### config.mk
export PLATFORM = sky130hd
export DESIGN_NAME = timer_irq_ctrl
export DESIGN_NICKNAME = d
export VERILOG_FILES = /design/src/rtl/timer_irq_ctrl.sv
export SDC_FILE = /design/constraint.sdc
export NUM_CORES = 1
export LEC_CHECK = 0
export BUFFER_PORTS_ARGS = -buffer_cell sky130_fd_sc_hd__buf_2
export CAP_MARGIN = 20
export CORE_MARGIN = 1.5
export CORE_UTILIZATION = 48
export CTS_BUF_LIST = sky130_fd_sc_hd__clkbuf_8
export DETAILED_ROUTE_END_ITERATION = 10
export GPL_ROUTABILITY_DRIVEN = 0
export HOLD_SLACK_MARGIN = 0.06
export PLACE_DENSITY = 0.74
export SETUP_SLACK_MARGIN = 0.3
export SKIP_CTS_REPAIR_TIMING = 1
export SLEW_MARGIN = 40
export SYNTH_ARGS = -nofsm -noshare
export SYNTH_HDL_FRONTEND = slang
export SYNTH_SLANG_ARGS = --single-unit
### constraint.sdc
create_clock -name clk -period 3.7 [get_ports clk]
set_input_delay 0.74 -clock clk [delete_from_list [all_inputs] [get_ports clk]]
set_output_delay 0.74 -clock clk [all_outputs]
set_load 0.05 [all_outputs]
### src/rtl/timer_irq_ctrl.sv
// Multi-channel down-counting timer with pending/overrun status, interrupt mask
// and a fixed-priority ID register. One counter sub-module per channel.

module timer_irq_chan #(
    parameter int CW = 32
) (
    input  logic          clk_i,
    input  logic          rst_ni,
    input  logic          en_i,
    input  logic          start_i,
    input  logic [CW-1:0] period_i,
    output logic          fire_o
);
    localparam logic [CW-1:0] ONE = CW'(1);

    logic [CW-1:0] cnt_q, cnt_d;
    logic          live;

    // A zero period parks the channel: counter held, never fires.
    assign live   = (period_i != '0);
    assign fire_o = en_i && live && (cnt_q == '0);

    always_comb begin
        cnt_d = cnt_q;
        if (live) begin
            if (start_i)   cnt_d = period_i - ONE;
            else if (en_i) cnt_d = (cnt_q == '0) ? period_i - ONE : cnt_q - ONE;
        end
    end

    always_ff @(posedge clk_i or negedge rst_ni) begin
        if (!rst_ni) cnt_q <= '0;
        else         cnt_q <= cnt_d;
    end
endmodule

module timer_irq_ctrl #(
    parameter int NCH = 4,
    parameter int CW  = 32
) (
    input  logic        clk,
    input  logic        reset_n,
    input  logic [3:0]  address,
    input  logic        write,
    input  logic [31:0] writedata,
    input  logic        read,
    output logic [31:0] readdata,
    output logic        irq
);
    logic [NCH-1:0][CW-1:0] period_q, period_d;
    logic [NCH-1:0] en_q, en_d, os_q, os_d, mask_q, mask_d;
    logic [NCH-1:0] pend_q, pend_d, ovr_q, ovr_d;
    logic [NCH-1:0] fire, start, w1c_p, w1c_o, pm;
    logic [31:0]    rdata, readdata_q;
    logic [2:0]     id_ch;
    logic           ctrl_wr, mask_wr, stat_wr;

    assign ctrl_wr = write && (address == 4'd8);
    assign mask_wr = write && (address == 4'd9);
    assign stat_wr = write && (address == 4'd10);

    assign w1c_p = stat_wr ? writedata[NCH-1:0]  : '0;
    assign w1c_o = stat_wr ? writedata[8 +: NCH] : '0;
    // Only a 0->1 enable transition reloads; rewriting a set bit keeps the count.
    assign start = ctrl_wr ? (writedata[NCH-1:0] & ~en_q) : '0;

    for (genvar n = 0; n < NCH; n++) begin : g_chan
        timer_irq_chan #(.CW(CW)) u_chan (
            .clk_i    (clk),
            .rst_ni   (reset_n),
            .en_i     (en_q[n]),
            .start_i  (start[n]),
            .period_i (period_q[n]),
            .fire_o   (fire[n])
        );
    end

    always_comb begin
        period_d = period_q;
        for (int n = 0; n < NCH; n++)
            if (write && (address == 4'(n))) period_d[n] = writedata[CW-1:0];
        // A CTRL write in the same cycle as a one-shot fire takes precedence.
        en_d   = ctrl_wr ? writedata[NCH-1:0]  : (en_q & ~(fire & os_q));
        os_d   = ctrl_wr ? writedata[8 +: NCH] : os_q;
        mask_d = mask_wr ? writedata[NCH-1:0]  : mask_q;
        pend_d = (pend_q & ~w1c_p) | fire;
        ovr_d  = (ovr_q & ~w1c_o) | (fire & pend_q & ~w1c_p);
    end

    assign pm  = pend_q & mask_q;
    assign irq = |pm;

    always_comb begin
        id_ch = '0;
        for (int n = NCH - 1; n >= 0; n--)
            if (pm[n]) id_ch = 3'(n);
    end

    always_comb begin
        rdata = '0;
        for (int n = 0; n < NCH; n++)
            if (address == 4'(n)) rdata[CW-1:0] = period_q[n];
        case (address)
            4'd8:    rdata = {16'b0, 8'(os_q), 8'(en_q)};
            4'd9:    rdata = {24'b0, 8'(mask_q)};
            4'd10:   rdata = {16'b0, 8'(ovr_q), 8'(pend_q)};
            4'd11:   rdata = {irq, 28'b0, id_ch};
            default: ;
        endcase
    end

    always_ff @(posedge clk or negedge reset_n) begin
        if (!reset_n) begin
            period_q   <= '0;
            en_q       <= '0;
            os_q       <= '0;
            mask_q     <= '0;
            pend_q     <= '0;
            ovr_q      <= '0;
            readdata_q <= '0;
        end else begin
            period_q <= period_d;
            en_q     <= en_d;
            os_q     <= os_d;
            mask_q   <= mask_d;
            pend_q   <= pend_d;
            ovr_q    <= ovr_d;
            if (read) readdata_q <= rdata;
        end
    end

    assign readdata = readdata_q;
endmodule

# ---- After elaboration in Yosys (flattened, before gate mapping)
# Index checks and enable logic that the tools add are counted.
dict set report classes {
  n_addsub 8
  reduce_logical 33
  bitwise_logic 14
  eq_ne 7
  mux 25
}
# cell n
set op_table {}
lappend op_table {{$mux W32} 16}
lappend op_table {{$sub A32 B1 Y32 const B} 8}
lappend op_table {{$logic_not A32 Y1} 4}
lappend op_table {{$pmux W32 S4} 1}
lappend op_table {{$reduce_bool A32 Y1} 4}
lappend op_table {{$and A4 B4 Y4} 8}
lappend op_table {{$eq A4 B4 Y1 const B} 4}
lappend op_table {{$mux W4} 4}
lappend op_table {{$not A4 Y4} 4}
lappend op_table {{$logic_and A1 B1 Y1} 15}
lappend op_table {{$mux W3} 3}
lappend op_table {{$eq A4 B2 Y1 const B} 2}
lappend op_table {{$or A4 B4 Y4} 2}
lappend op_table {{$reduce_and A2 Y1} 4}
lappend op_table {{$reduce_bool A2 Y1} 4}
lappend op_table {{$eq A4 B1 Y1 const B} 1}
lappend op_table {{$logic_not A4 Y1} 1}
lappend op_table {{$reduce_or A4 Y1} 1}
lappend op_table {{$mux W2} 1}
dict set report totals {
  word_cells 101
  regBits 308
  inputBits 40
  output_inout_bits 33
}

# ---- Depth between registers and ports, before layout
# Gate-level depths: netlist of the first run.
dict set report depth {
  ltp_word 7
  depth_mapped 10
  ltp_nobuf 8
}

# ---- Modules after synthesis
# Synthesis of the first run repeated with hierarchy kept, for this count alone.
dict set report unflattened {
  cells_unflattened 1939
  hier_area_um2 19008.2
}
# mod instances seq_area_each_um2 cells_each area_per_inst_um2
set modules_own_cells {}
lappend modules_own_cells {timer_irq_ctrl 1 4504.3 551 7890.1}
lappend modules_own_cells {{timer_irq_chan (g_chan[0].u_chan ...)} 2 800.8 351 2795.2}
lappend modules_own_cells {{timer_irq_chan (g_chan[2].u_chan ...)} 2 800.8 343 2763.9}

# ---- Worst setup path after synthesis of the first run
# No wires, ideal clock.
dict set report synth_path {
  path_type {register to register}
  startpoint {reg g_chan[3].u_chan.cnt_q[6]}
  endpoint {reg g_chan[3].u_chan.cnt_q[29]}
  arrival_ps 2778
  synth_period_minus_slack_ps 2854
  slack_ps 846
  path_stages_with_launch 9
  n_path_buf 2
  setup_ps 76
  t_required_ps 3624
  cell_sequence {dfrtp_1 -> or4_4 -> or4_4 -> buf_6 -> or3_1 -> buf_2 -> or3_1 -> o32a_1 -> o21ai_1}
}
dict set report synth_between {
  elab_chain_len 4
  word_cells_on_any_way 5
  cone_classes {1 x add/sub; 3 x mux; 1 x reduce/logical}
}
# item line
set synth_rtl {}
lappend synth_rtl {{start, declared} 16} ;# logic [CW-1:0] cnt_q, cnt_d;
lappend synth_rtl {{start signal, assigned} 33} ;# else cnt_q <= cnt_d;
lappend synth_rtl {{$sub A32 B1 Y32 or $logic_not A32 Y1 (tied branches)} 27} ;# else if (en_i) cnt_d = (cnt_q == '0) ? period_i - ONE : cnt_q - ONE;
lappend synth_rtl {{$mux W32 (*) (2 in series)} 27}
lappend synth_rtl {{$mux W32 (*)} 26} ;# if (start_i) cnt_d = period_i - ONE;
# Mark *: on every way between the ends. The rest lies on a longest branch, timed or not. The select of a mux whose other input is x is not followed.
# A chain may end at the register's enable or synchronous reset.

# ---- Final worst setup path of the first run
dict set report layout_path {
  startpoint {reg g_chan[2].u_chan.cnt_q[12]}
  endpoint {reg g_chan[2].u_chan.cnt_q[4]}
}
dict set report layout_between {
  elab_chain_len 4
}
# item line
set layout_rtl {}
lappend layout_rtl {{start, declared} 16}
lappend layout_rtl {{start signal, assigned} 33}
lappend layout_rtl {{$logic_not A32 Y1} 27}
lappend layout_rtl {{$mux W32 (2 in series)} 27}
lappend layout_rtl {{$mux W32} 26}
# Every way passes these cells. The select of a mux whose other input is x is not followed.

==> summary.log, run 1 <==
INFO  drt            first_pass_iters=6
INFO  power_and_ir_drop switching_share=38.16%
INFO  clocking       cts-buffers-inserted=54
INFO  run_status     outcome=finished clean
INFO  setup_path     reg_to_reg_critical_path_startpoint=g_chan[2].u_chan.cnt_q[12]$_DFFE_PN0P_
INFO  floorplanning  fp.dieArea=39970um^2
INFO  global_routing grt.overflow.total=0
INFO  yosys          synth_top_cell_area_share=41.41%
INFO  floorplanning  die_x=199.9um
INFO  yosys          flip_flop_and_latch_count_after_synthesis=308
INFO  timing         relSlewSlack=47.40%
INFO  yosys          adder_and_majority_gate_portion_of_the_synthesized_area=0.8066%
INFO  setup_path     ff2ff_path_depth=7
INFO  yosys          synth-edff-count=0
INFO  timing         fmax=0.3118GHz
INFO  yosys          ys_types=76
INFO  placement      dpl.hpwl=40340um
INFO  timing         final.period_utilization=86.69%
INFO  clocking       cts_root_buf=sky130_fd_sc_hd__clkbuf_8
INFO  yosys          dominant_combinational_cell_family_by_area_after_synthesis=simple AND/OR/NAND/NOR gates
INFO  clocking       worst_setup_hold_path_clk_slew=0.06ns
INFO  global_routing grt_pass1_wl=89430um
INFO  clocking       cts_sink_count=308
INFO  timing         hold_viol_final=0
INFO  power_and_ir_drop p_int=7.611mW
INFO  yosys          synth-main-ff-cell=sky130_fd_sc_hd__dfrtp_1
INFO  yosys          syn-instance-count=2041
INFO  timing         finalMaxSlewViolations=0
INFO  timing         grt_setup_unrepaired=false
INFO  final_layout   register_area=7707um^2
INFO  drt            drc_errors=0
INFO  yosys          synth.avg_cell_area=9.120um^2
INFO  timing         totalNegativeSetupSlack=0ns
INFO  yosys          synth_top_cell_by_area=sky130_fd_sc_hd__dfrtp_1
INFO  timing         setup_viol=0
INFO  drt            dr.first_iter.drc_count=1665
INFO  setup_path     required=4.21ns
INFO  floorplanning  io-pin-count=73
INFO  final_layout   final-instance-count-excl-fill=2659
INFO  yosys          yosys-mux-area-fraction=10.75%
INFO  final_layout   drive_above_1_share=17.41%
INFO  timing         skew=0.01581ns
INFO  power_and_ir_drop total_switching_power=4.697mW
INFO  setup_path     crit_path_end_kind=register
INFO  worst_hold_path timing.hold.worst.class=in2async
INFO  global_routing first_global_vias=16.19k
INFO  setup_path     timing_worst_setup_path_type=reg2reg
INFO  drt            post_drt_via_cell_ratio=6.334
INFO  final_layout   antenna_cells=0
INFO  setup_path     timing.critical_path.arrival=3.72ns
INFO  global_routing grt_max_degree=93
INFO  power_and_ir_drop static_leakage=8.910nW
INFO  power_and_ir_drop peakVddDrop=0.2605mV
INFO  placement      io_buffers=72
INFO  yosys          synth_async_sr_flop_share=100.0%
INFO  power_and_ir_drop power_frac_clock=27.6%
INFO  yosys          postSynthNetCount=2093
INFO  global_routing groute.usage.overall=28.62%
INFO  yosys          yosys.area_share.simple=20.99%
INFO  floorplanning  floorplan.initialDensity=49.07%
INFO  yosys          ys_seq_area_share=41.41%
INFO  yosys          synthXorXnorAreaFrac=5.129%
INFO  global_routing antenna_violations_before_repair=1
INFO  drt            route.vias.total=16.84k
INFO  setup_path     r2r_slack=0.49ns
INFO  final_layout   filler_cell_count=3323
INFO  drt            drt_wl_total=56510um
INFO  floorplanning  std_cell_rows=71
INFO  setup_path     critical_path.startpoint_type=register
INFO  yosys          yosysWarnings=0
INFO  setup_path     critPathLaunch=g_chan[2].u_chan.cnt_q[12]$_DFFE_PN0P_
INFO  yosys          synth_top_cells_by_area=sky130_fd_sc_hd__dfrtp_1 (41%), sky130_fd_sc_hd__mux2_2 (6.4%), sky130_fd_sc_hd__o21ai_0 (5.4%)
INFO  setup_path     cp_max_fo=25
INFO  final_layout   relative_area_change_from_synthesis_to_final_layout=12.20%
INFO  clocking       tritoncts=yes
INFO  final_layout   final_cell_mix=sky130_fd_sc_hd__dfrtp_1 (308), sky130_fd_sc_hd__o21ai_0 (199), sky130_fd_sc_hd__nand2_1 (187)
INFO  yosys          synth-compound-area-share=16.62%
INFO  yosys          post_synthesis_cell_area=18610um^2
INFO  floorplanning  chipHeight=199.9um
INFO  final_layout   mostFrequentLayoutCell=sky130_fd_sc_hd__dfrtp_1
INFO  power_and_ir_drop power.combinational.fraction=28.4%
INFO  setup_path     critical_path.reg2reg.endpoint=g_chan[2].u_chan.cnt_q[4]$_DFFE_PN0P_
INFO  drt            drt.antenna.violating_nets=0
INFO  power_and_ir_drop seq_power_share=44.0%
INFO  final_layout   multiInputGateArea=10160um^2
INFO  clocking       clk_path_buf_depth=3
INFO  clocking       clkLatencyLatePin=0.63ns
INFO  drt            drt-wirelength-per-cell=21.25um
INFO  floorplanning  coreArea=37930um^2
INFO  timing         tightest_slew=0.7888ns
INFO  timing         post-route-min-period=3.207ns
INFO  power_and_ir_drop p_per_area=589.3nW/um^2
INFO  job            drv_cap=0
INFO  placement      dpl.cell_count=2562
INFO  final_layout   final_nets=2160
INFO  clocking       cts-htree-levels=2
==> power groups by stage <==
stage	sequential (mW)	clock, mW	combinational (mW)
finish	5.41	3.40	3.50
floorplan	5.08	0	2.42
global route	5.53	3.62	3.85
CTS	5.36	3.47	3.44
detailed placement	5.40	0	3.41
global placement	5.34	0	3.32
==> sequential cells by signal (all words and copies together) (netlist names) <==
name	cells
pend_q	4
mask_q	4
ovr_q	4
en_q	4
readdata	32
os_q	4
period_q	128
g_chan.u_chan.cnt_q	128
==> critical path, cell delays in order (launching register included) <==
cell,delay (ns)
sky130_fd_sc_hd__dfrtp_1,0.43
sky130_fd_sc_hd__or3_1,0.45
sky130_fd_sc_hd__or4_1,0.55
sky130_fd_sc_hd__nor4_2,0.52
sky130_fd_sc_hd__or2_2,0.54
sky130_fd_sc_hd__buf_4,0.25
sky130_fd_sc_hd__nand3_1,0.10
sky130_fd_sc_hd__a32o_1,0.26
==> layer usage <==
| metal | wire, um | GRT usage, % |
|---|---|---|
| met5 | 12 | 0 |
| met2 | 25910 | 45.25 |
| met1 | 23350 | 37.97 |
| met3 | 4527 | 5.242 |
| met4 | 2703 | 13.90 |
==> through the flow <==
stage / power (mW) / cell area (um^2) / setup WS, ns / hold slack [ns] / utilization, %
after floorplan: 7.498 / 18610 / 0.8460 / 0.4444 / -
after global placement: 8.660 / 19670 / 0.2478 / 0.4780 / 51.86
after detailed placement: 8.815 / 19670 / 0.1881 / 0.4841 / 51.86
after CTS: 12.26 / 20830 / 0.1589 / 0.1436 / 54.90
after global routing: 13.00 / 20890 / 0.3414 / 0.1797 / 55.06
final: 12.31 / 20890 / 0.4926 / 0.1255 / 55.06
==> cell usage after synthesis (11+ instances only) <==
library cell / number
sky130_fd_sc_hd__a211oi_1: 13
sky130_fd_sc_hd__a21o_1: 11
sky130_fd_sc_hd__a21oi_1: 87
sky130_fd_sc_hd__a22o_1: 17
sky130_fd_sc_hd__a22oi_1: 16
sky130_fd_sc_hd__a2bb2oi_1: 16
sky130_fd_sc_hd__and3_1: 14
sky130_fd_sc_hd__buf_1: 12
sky130_fd_sc_hd__clkbuf_1: 101
sky130_fd_sc_hd__dfrtp_1: 308
sky130_fd_sc_hd__ha_1: 12
sky130_fd_sc_hd__inv_1: 87
sky130_fd_sc_hd__mux2_2: 105
sky130_fd_sc_hd__mux2i_1: 48
sky130_fd_sc_hd__mux4_2: 15
sky130_fd_sc_hd__nand2_1: 187
sky130_fd_sc_hd__nand3_1: 72
sky130_fd_sc_hd__nand4_1: 32
sky130_fd_sc_hd__nor2_1: 114
sky130_fd_sc_hd__nor2b_1: 18
sky130_fd_sc_hd__nor3_1: 92
sky130_fd_sc_hd__nor4_1: 74
sky130_fd_sc_hd__o21ai_0: 199
sky130_fd_sc_hd__o221ai_1: 14
sky130_fd_sc_hd__o22ai_1: 20
sky130_fd_sc_hd__or3_1: 40
sky130_fd_sc_hd__or4_1: 33
sky130_fd_sc_hd__xnor2_1: 49
sky130_fd_sc_hd__xor2_1: 60
==> kinds of logic after synthesis <==
| group | after synthesis |
|---|---|
| buffers and inverters | 209 |
| and+or+nand+nor | 750 |
| muxes | 168 |
| xor gates and xnor gates | 109 |
| adders and majority gates | 12 |
| AOI/OAI and AO/OA | 485 |
| DFF | 308 |
==> worst max path at each step <==
stage	to	slack, ns	cells after the start
floorplan	g_chan[3].u_chan.cnt_q[29]$_DFFE_PN0P_	0.85	8
global placement	g_chan[0].u_chan.cnt_q[23]$_DFFE_PN0P_	0.25	9
detailed placement	g_chan[0].u_chan.cnt_q[23]$_DFFE_PN0P_	0.19	9
CTS	g_chan[0].u_chan.cnt_q[23]$_DFFE_PN0P_	0.16	9
global route	g_chan[2].u_chan.cnt_q[4]$_DFFE_PN0P_	0.34	7
finish	g_chan[2].u_chan.cnt_q[4]$_DFFE_PN0P_	0.49	7
==> cell type report <==
| cell class | count | area share [%] |
|---|---|---|
| multi-input combinational | 1524 | 48.67 |
| sequential | 308 | 36.90 |
| timing repair buffer | 133 | 4.266 |
| clock buffer | 64 | 4.218 |
| tap | 511 | 3.061 |
| inverter | 87 | 1.564 |
| clock inverter | 32 | 1.318 |
Note: power is estimated with default switching activity, not from simulation.
==> inputs of run 2 (changes only) <==
--- a/config.mk
+++ b/config.mk
@@ -5,6 +5,7 @@
 export SDC_FILE = /design/constraint.sdc
 export NUM_CORES = 1
 export LEC_CHECK = 0
+export ABC_AREA = 1
 export BUFFER_PORTS_ARGS = -buffer_cell sky130_fd_sc_hd__buf_2
 export CAP_MARGIN = 20
 export CORE_MARGIN = 1.5
==> run 2 against run 1 <==
First-iteration DRC count up 45%. Worst setup slack better by 0.47 ns. Critical path depth increased by 3.
==> summary.log, run 2 <==
INFO  final_layout   final_nets=3278
INFO  setup_path     crit_path_end_kind=register
INFO  yosys          flip_flop_and_latch_count_after_synthesis=308
INFO  power_and_ir_drop static_leakage=11.49nW
INFO  drt            post_drt_via_cell_ratio=5.491
INFO  yosys          synth.avg_cell_area=6.585um^2
INFO  setup_path     timing_worst_setup_path_type=reg2reg
INFO  setup_path     required=4.24ns
INFO  power_and_ir_drop design_power_total=15.85mW
INFO  timing         skew=0.04500ns
INFO  yosys          ys_types=45
INFO  final_layout   relative_area_change_from_synthesis_to_final_layout=10.41%
INFO  clocking       cts_sink_count=308
INFO  yosys          synth-edff-count=0
INFO  power_and_ir_drop power_frac_clock=25.3%
INFO  drt            route.vias.total=21.17k
INFO  clocking       worst_setup_hold_path_clk_slew=0.07ns
INFO  final_layout   mostFrequentLayoutCell=sky130_fd_sc_hd__nand2_1
INFO  clocking       clk_path_buf_depth=3
INFO  timing         fmax=0.3651GHz
INFO  floorplanning  io-pin-count=73
INFO  yosys          yosysWarnings=0
INFO  power_and_ir_drop peakVddDrop=0.4091mV
INFO  power_and_ir_drop switching_share=44.69%
INFO  clocking       clkLatencyLatePin=0.69ns
INFO  timing         final.period_utilization=74.02%
INFO  timing         hold_viol_final=0
INFO  global_routing grt_max_degree=89
INFO  yosys          most_frequent_cells_after_synthesis=sky130_fd_sc_hd__nand2_1 (1017), sky130_fd_sc_hd__nor2_1 (488), sky130_fd_sc_hd__dfrtp_1 (308), sky130_fd_sc_hd__inv_1 (289), sky130_fd_sc_hd__o21ai_0 (278)
INFO  drt            first_pass_iters=7
INFO  final_layout   finalCoreUtilization=53.54%
INFO  placement      dpl.hpwl=50960um
INFO  yosys          post_synthesis_cell_area=20840um^2
INFO  yosys          synth.most_common_cell=sky130_fd_sc_hd__nand2_1
INFO  final_layout   drive_above_1_share=8.563%
INFO  setup_path     path_cells=inv_1 > ha_1 > nand2_2 > nor2_4 > nand4_1 > nand2_2 > inv_2 > buf_4 > nand3_1 > o21ai_0
INFO  power_and_ir_drop power.combinational.fraction=39.8%
INFO  global_routing first_global_vias=19.38k
INFO  floorplanning  chipHeight=211.4um
INFO  yosys          synth_top_cell_by_area=sky130_fd_sc_hd__dfrtp_1
INFO  clocking       cts-buffers-inserted=54
INFO  timing         setup_viol=0
INFO  timing         finalMaxSlewViolations=0
INFO  job            drv_cap=0
INFO  setup_path     max_stage_delay=0.46ns
INFO  drt            drc_errors=0
INFO  yosys          synth_top_cell_area_share=36.98%
INFO  worst_hold_path timing.hold.worst.class=in2reg
INFO  clocking       cts_root_buf=sky130_fd_sc_hd__clkbuf_8
INFO  floorplanning  die_x=211.4um
INFO  setup_path     timing.critical_path.arrival=3.27ns
INFO  yosys          ys_seq_area_share=36.98%
INFO  floorplanning  coreArea=42980um^2
INFO  global_routing grt.overflow.total=0
INFO  floorplanning  fp.dieArea=44680um^2
INFO  power_and_ir_drop seq_power_share=34.9%
INFO  yosys          syn-instance-count=3165
INFO  floorplanning  floorplan.initialDensity=48.49%
INFO  timing         relSlewSlack=45.38%
INFO  clocking       cts-htree-levels=2
INFO  power_and_ir_drop p_per_area=688.6nW/um^2
INFO  placement      io_buffers=72
INFO  setup_path     critical_path.startpoint_type=register
INFO  floorplanning  std_cell_rows=76
INFO  yosys          synth-main-ff-cell=sky130_fd_sc_hd__dfrtp_1
INFO  drt            dr.first_iter.drc_count=2417
INFO  yosys          synth_top_cells_by_area=sky130_fd_sc_hd__dfrtp_1 (37%), sky130_fd_sc_hd__nand2_1 (18%), sky130_fd_sc_hd__nor2_1 (8.8%)
INFO  power_and_ir_drop total_switching_power=7.082mW
INFO  timing         final.hold.worst_slack=0.3991ns
INFO  yosys          postSynthNetCount=3217
INFO  timing         tightest_slew=0.8175ns
INFO  global_routing grt_pass1_wl=106100um
INFO  yosys          synth_async_sr_flop_share=100.0%
INFO  timing         post-route-min-period=2.739ns
INFO  placement      post-place-ws=0.8021ns
INFO  setup_path     cp_max_fo=24
INFO  drt            drt-wirelength-per-cell=17.55um
INFO  final_layout   final_cell_mix=sky130_fd_sc_hd__nand2_1 (1015), sky130_fd_sc_hd__nor2_1 (488), sky130_fd_sc_hd__dfrtp_1 (308)
INFO  clocking       tritoncts=yes
INFO  power_and_ir_drop p_int=8.765mW
INFO  global_routing groute.usage.overall=30.44%
INFO  setup_path     most_used_cell_cp=sky130_fd_sc_hd__nand2_2
INFO  setup_path     worst_path_max_delay_cell=sky130_fd_sc_hd__nand2_2
INFO  drt            drt_wl_total=67670um
INFO  global_routing antenna_violations_before_repair=2
INFO  run_status     outcome=finished clean
INFO  timing         grt_setup_unrepaired=false
INFO  timing         worst_slack=0.9611ns
INFO  timing         totalNegativeSetupSlack=0ns
INFO  drt            drt.antenna.violating_nets=0
-- run 2: cell types whose count changed after synthesis, moves of 79 or more --
cell / before / now
sky130_fd_sc_hd__nand2_1: 187 / 1017
sky130_fd_sc_hd__nor2_1: 114 / 488
sky130_fd_sc_hd__inv_1: 87 / 289
sky130_fd_sc_hd__nand3_1: 72 / 265
sky130_fd_sc_hd__mux2_2: 105 / 0
sky130_fd_sc_hd__o21ai_0: 199 / 278
-- run 2: through the flow --
step	instance area, um^2	instances
after floorplan	20840	3165
after global placement	21600	3753
after detailed placement	21620	3753
after CTS	22980	3853
after global routing	23010	3855
final	23010	3856
-- run 2: layout make-up --
class / count / area [um^2]
diodes: 1 / 2.502
clock inverters: 37 / 494.2
clock buffers: 63 / 867.1
repair buffers: 96 / 598.1
well taps: 585 / 732.0
fillers: 4343 / 19970
flip-flops and latches: 308 / 7707
multi-input cells: 2463 / 11470
inverters: 303 / 1142
-- run 2: per-layer routing --
metal  vias to the layer above  GRT usage [%]  part of all wire (%)
met4                         2          11.70                   4.0
met3                       196          8.471                    11
met2                      1041          46.14                    43
met1                      9682          41.22                    42
met5                         -              0                 0.012
li1                      10252              -                     -
-- run 2: worst max-delay path, delay by kind of cell, from the launching register on --
kind / cells / cell delay [ns]
adders and majority gates: 1 / 0.29
AOI/OAI and AO/OA: 1 / 0.08
DFF: 1 / 0.39
and+or+nand+nor: 5 / 1.10
buffers and inverters: 3 / 0.74
-- run 2: cell families (layout without fill, tap and decap cells) --
| group | after synthesis | count (layout) | share of synthesized area (%) |
|---|---|---|---|
| DFF | 308 | 308 | 36.98 |
| and+or+nand+nor | 1902 | 1902 | 37.99 |
| buffers and inverters | 394 | 499 | 8.152 |
| AOI/OAI and AO/OA | 437 | 437 | 11.45 |
| adders and majority gates | 12 | 12 | 0.7204 |
| other | 0 | 1 | 0 |
| xor gates and xnor gates | 112 | 112 | 4.706 |
-- run 2: worst paths after layout --
path | cells after the start | start | slack [ns] | endpoint
min | 3 | read | 0.40 | readdata[25]$_DFFE_PN0P_
min in group asynchronous | 2 | reset_n | 0.59 | g_chan[2].u_chan.cnt_q[8]$_DFFE_PN0P_
max reg2reg | 10 | period_q[1]$_DFFE_PN0P_ | 0.96 | g_chan[0].u_chan.cnt_q[7]$_DFFE_PN0P_
max in group asynchronous | 3 | reset_n | 2.19 | g_chan[1].u_chan.cnt_q[10]$_DFFE_PN0P_
max | 10 | period_q[1]$_DFFE_PN0P_ | 0.96 | g_chan[0].u_chan.cnt_q[7]$_DFFE_PN0P_
min reg2reg | 2 | readdata[16]$_DFFE_PN0P_ | 0.48 | readdata[16]$_DFFE_PN0P_
-- run 2: power groups by stage --
stage               logic (mW)  clock network, mW  registers [mW]
floorplan                 4.80                  0            5.22
global placement          6.08                  0            5.51
detailed placement        6.18                  0            5.50
CTS                       6.22               4.06            5.47
global route              7.19               4.21            5.63
finish                    6.31               4.01            5.53
